==> src/rtl/rr_arbiter8.sv <==
// Round-robin arbiter for one shared 8-way resource: registered grant index/enable
// for a 3-to-8 gated decoder, matching one-hot grant, hold timeout and owner gap.
//
// state    | meaning
// ---------+-------------------------------------------------------------
// ST_IDLE  | no owner; picks next requester after `last` when req != 0
// ST_GRANT | gnt_idx owns the resource until done, request drop or timeout
module rr_arbiter8 #(
   parameter int HOLD_MAX = 16
) (
   input  logic       clk,
   input  logic       rst_n,
   input  logic [7:0] req,
   input  logic       done,
   output logic [2:0] gnt_idx,
   output logic       gnt_en,
   output logic [7:0] gnt,
   output logic       expired
);

   localparam logic [0:0] ST_IDLE  = 1'b0;
   localparam logic [0:0] ST_GRANT = 1'b1;

   // Last counter value an owner may reach; unused when the timeout is off.
   localparam logic [7:0] HOLD_LAST = 8'(HOLD_MAX - 1);
   localparam logic       HOLD_ON   = (HOLD_MAX != 0);

   logic [0:0] state;
   logic [7:0] hold_cnt;
   logic [2:0] last;
   logic [2:0] winner;
   logic [2:0] cand;
   logic       found;
   logic       rel_drop;
   logic       rel_to;
   logic       rel_any;

   // Scan starts just past the previous owner so it gets the lowest priority.
   always_comb begin
      winner = last;
      cand   = '0;
      found  = 1'b0;
      for (int i = 1; i <= 8; i++) begin
         cand = last + 3'(i);
         if (!found && req[cand]) begin
            winner = cand;
            found  = 1'b1;
         end
      end
   end

   assign rel_drop = ~req[gnt_idx];
   assign rel_to   = HOLD_ON && (hold_cnt == HOLD_LAST);
   assign rel_any  = done | rel_drop | rel_to;

   always_ff @(posedge clk or negedge rst_n) begin
      if (!rst_n) begin
         state    <= ST_IDLE;
         hold_cnt <= 8'd0;
         last     <= 3'd7;
         gnt_idx  <= 3'd0;
         gnt_en   <= 1'b0;
         gnt      <= 8'd0;
         expired  <= 1'b0;
      end else begin
         expired <= 1'b0;
         case (state)
            ST_IDLE: begin
               if (|req) begin
                  gnt_idx  <= winner;
                  gnt_en   <= 1'b1;
                  gnt      <= 8'b1 << winner;
                  hold_cnt <= 8'd0;
                  state    <= ST_GRANT;
               end
            end
            ST_GRANT: begin
               if (rel_any) begin
                  gnt_en  <= 1'b0;
                  gnt     <= 8'd0;
                  last    <= gnt_idx;
                  state   <= ST_IDLE;
                  // An explicit release or request drop wins over the timeout flag.
                  expired <= rel_to & ~done & ~rel_drop;
               end else if (hold_cnt != 8'hFF) begin
                  hold_cnt <= hold_cnt + 8'd1;
               end
            end
            default: state <= ST_IDLE;
         endcase
      end
   end

endmodule

==> config.mk <==
export PLATFORM = sky130hd
export DESIGN_NAME = rr_arbiter8
export DESIGN_NICKNAME = d
export VERILOG_FILES = /design/src/rtl/rr_arbiter8.sv
export SDC_FILE = /design/constraint.sdc
export NUM_CORES = 1
export LEC_CHECK = 0
export ABC_AREA = 1
export CORE_UTILIZATION = 51
export DETAILED_ROUTE_END_ITERATION = 10
export GPL_TIMING_DRIVEN = 0
export PLACE_DENSITY = 0.86
export RECOVER_POWER = 25
export SYNTH_ARGS = -nofsm -noshare
export SYNTH_HDL_FRONTEND = slang
export SYNTH_SLANG_ARGS = --single-unit
==> constraint.sdc <==
create_clock -name clk -period 2.5 [get_ports clk]
set_clock_uncertainty 0.1 [all_clocks]
set_input_delay 0.5 -clock clk [delete_from_list [all_inputs] [get_ports clk]]
set_output_delay 0.5 -clock clk [all_outputs]
set_load 0.05 [all_outputs]
==> results.toml, run 1 <==
[status]
status = "finished with violations"
violations = "negative setup slack"

[critical_path]
crit_fanout = 7
max_stage_delay_ns = 0.55
critPathKind = "reg -> reg"
critPathLaunchType = "register"
cp_cell_sequence = "buf_6, inv_4, ha_4, inv_6, nand3_1, nand2_2, buf_4, o21ai_4, nand4_4, nand2_2, inv_2, nand2_4, nand2_4, nand2_2, o21ai_0"
cp_common_cell = "nand2_2"
arrival_ns = 2.59
critPathSlowestCell = "dfstp_2"
end_kind = "register"
cp_data_required_time_ns = 2.54

[clock_tree]
clk_latency_ns = 0.28
htree_levels = 1
clock-sinks = 25
clk_path_buf_depth = 2
postCtsHoldBufs = 0
cts_buffers = 3
root_buffer = "clkbuf_8"
cts_tree = "done"
clk_pin_slew_ns = 0.09

[placed_design]
io_buffers = 23
place_hpwl_um = 3555
dpl_cell_area_sq_um = 2382
place_congestion = 0.9191
dpl_worst_slack_ns = -0.3226

[yosys]
synth_top_family_by_area = "simple AND/OR/NAND/NOR gates"
syn-num-nets = 315
synth_edf_count = 0
yosysWarnings = 0
syn_area_sq_um = 2079
yosys.area_share.simple = 0.4687
synth-xor-area-share = 0.03309
synth.most_common_cell = "nand2_1"
synthArstFlopShare = 1.000
yosysUniqueCellTypes = 32
synthMuxAreaShare = 0
synth_top_cell_by_area = "dfrtp_1"
synthTopCellsByArea = "dfrtp_1 (26%), nand2_1 (18%), nand3_1 (8.9%)"
syn-mean-instance-area_sq_um = 6.909
synthFlopType = "dfrtp_1"
syn_inst = 301
synth_common_cells = "nand2_1 (102), nand3_1 (37), inv_1 (32)"
ys_seq_elements = 25
synth-compound-area-share = 0.08664
synthAdderAreaFrac = 0.01805
synth_top_area_frac = 0.2647
yosysSeqAreaShare = 0.3026

[routing]
initialDrtViolationCount = 138
vias = 2071
drt-wirelength-per-cell_um = 13.78
ant_nets = 0
totalWireLength_um = 5251
route.detailed.drc = 0
routed_via_density = 5.436
first_pass_iters = 4

[floorplanning]
die_area_sq_um = 4337
initial_core_util = 0.5514
ios = 24
die_x_um = 65.86
die_height_um = 65.86
num_rows = 22
coreArea_sq_um = 3771

[grt]
overflow = 0
grt_pass1_vias = 1807
track_usage = 0.2405
antenna_found_initial = 0
grt_max_degree = 26
grt_pass1_wl_um = 8052

[finish]
layout.nets = 348
postLayoutCellArea_sq_um = 2663
n_fill_cell = 273
antenna_cells = 0
syn_to_final_growth_pct = 28.04
drive_gt1_frac = 0.2372

[sta]
final_hold_viol_count = 0
hold_slack_ns = 0.3829
period_needed_ns = 2.547
timing.final.max_slew_violations = 0
tightest_slew_ns = 1.062
timing.slew.headroom = 0.2899
setup-violations-final = 9
fmax_mhz = 392.6
setup_ws_ns = -0.04688
grt_setup_unrepaired = "yes"
finalCritPeriodShare = 1.019

[min_path]
min_path_type = "reg -> reg"

[flow_run]
maxCapViolCount = 0
-- cell type report --
type	instances	area [sq um]	share of cell area
inverter	40	162.7	0.06109
sequential	25	629.4	0.2364
timing repair buffer	29	277.8	0.1043
buffer	4	33.78	0.01269
multi-input combinational	231	1450	0.5446
clock buffer	3	41.29	0.01551
clock inverter	1	7.507	0.002820
tap	48	60.06	0.02256
-- final timing paths --
| check | startpoint | to | slack, ns | cells past startpoint |
|---|---|---|---|---|
| hold / removal | gnt[1]$_DFFE_PN0P_ | gnt[1]$_DFFE_PN0P_ | 0.38 | 2 |
| setup / recovery | last[1]$_DFFE_PN1P_ | gnt_idx[1]$_DFFE_PN0P_ | -0.05 | 15 |
| hold reg to reg | gnt[1]$_DFFE_PN0P_ | gnt[1]$_DFFE_PN0P_ | 0.38 | 2 |
| min in group asynchronous | rst_n | hold_cnt[0]$_DFFE_PN0P_ | 0.76 | 1 |
| max in group asynchronous | rst_n | gnt[7]$_DFFE_PN0P_ | 0.90 | 1 |
| setup reg to reg | last[1]$_DFFE_PN1P_ | gnt_idx[1]$_DFFE_PN0P_ | -0.05 | 15 |
-- placed cells by master, fill, tap and decap left out, types with 2 or more instances in the layout --
cell type / n
dfstp_2: 3
clkbuf_8: 3
nand3_1: 31
nor2_2: 2
nor4_1: 3
nand2_1: 94
nand2_2: 14
nor2_1: 9
inv_4: 3
o211ai_1: 2
o21ai_0: 11
nor3_1: 3
nand3_2: 8
dfrtp_1: 22
nand4_4: 2
o21ai_1: 6
buf_4: 9
xor2_1: 4
nor2_4: 3
nand2_4: 6
nand4_1: 6
a21oi_1: 4
inv_1: 29
nand3_4: 8
o31ai_1: 3
dlygate4sd3_1: 2
ha_1: 2
clkdlybuf4s50_1: 20
xnor2_1: 2
inv_2: 7
-- worst max-delay path: cells and delay by family, from the launching register on --
kind | cells | cell delay (ns)
buffers and inverters | 5 | 0.42
adders and majority gates | 1 | 0.34
DFF | 1 | 0.55
AOI/OAI and AO/OA | 2 | 0.31
and+or+nand+nor | 7 | 0.68
-- cells by family (layout without fill, tap and decap cells) --
group	Yosys count	after routing
fa+ha+maj	3	3
buf+inv	45	77
simple gates	191	191
compound gates	30	30
xor+xnor	7	7
flops	25	25
-- stage by stage --
step                  util  cells  setup TNS [ns]
CTS                 0.6705    380       -0.009776
finish              0.7060    381         -0.2633
global route        0.7060    381          -1.718
global placement    0.6317    372          -3.594
detailed placement  0.6317    372          -3.987
floorplan                -    301               0
-- registers in the layout, indices dropped and copies added (netlist names) --
name,count
expired,1
gnt,8
gnt_en,1
gnt_idx,3
hold_cnt,8
last,3
state,1
-- per-layer routing --
layer	vias to the layer above	global-route usage	routed length, um
met5	-	0	0
li1	1043	-	-
met2	74	0.4043	2619
met1	946	0.3257	2230
met4	0	0.03533	67
met3	8	0.04483	334
-- timing repair --
| action | in CTS | in global routing |
|---|---|---|
| pin swaps | 8 | 15 |
| setup buffers | 5 | 1 |
| setup endpoints to repair | 12 | 17 |
| gates resized for setup | 21 | 27 |
Power of run 1 is not shown: default switching activity piles up to over one toggle a cycle in this logic, so the estimate is an artifact.
==> run 2, diff against run 1 <==
--- a/config.mk
+++ b/config.mk
@@ -7,6 +7,7 @@
 export LEC_CHECK = 0
 export ABC_AREA = 1
 export CORE_UTILIZATION = 51
+export CTS_CLUSTER_DIAMETER = 150
 export DETAILED_ROUTE_END_ITERATION = 10
 export GPL_TIMING_DRIVEN = 0
 export PLACE_DENSITY = 0.86
==> results of run 2 <==
The final DEF is identical to that of run 1; final timing and power are the same.
Power of run 2 is left out for the same reason.
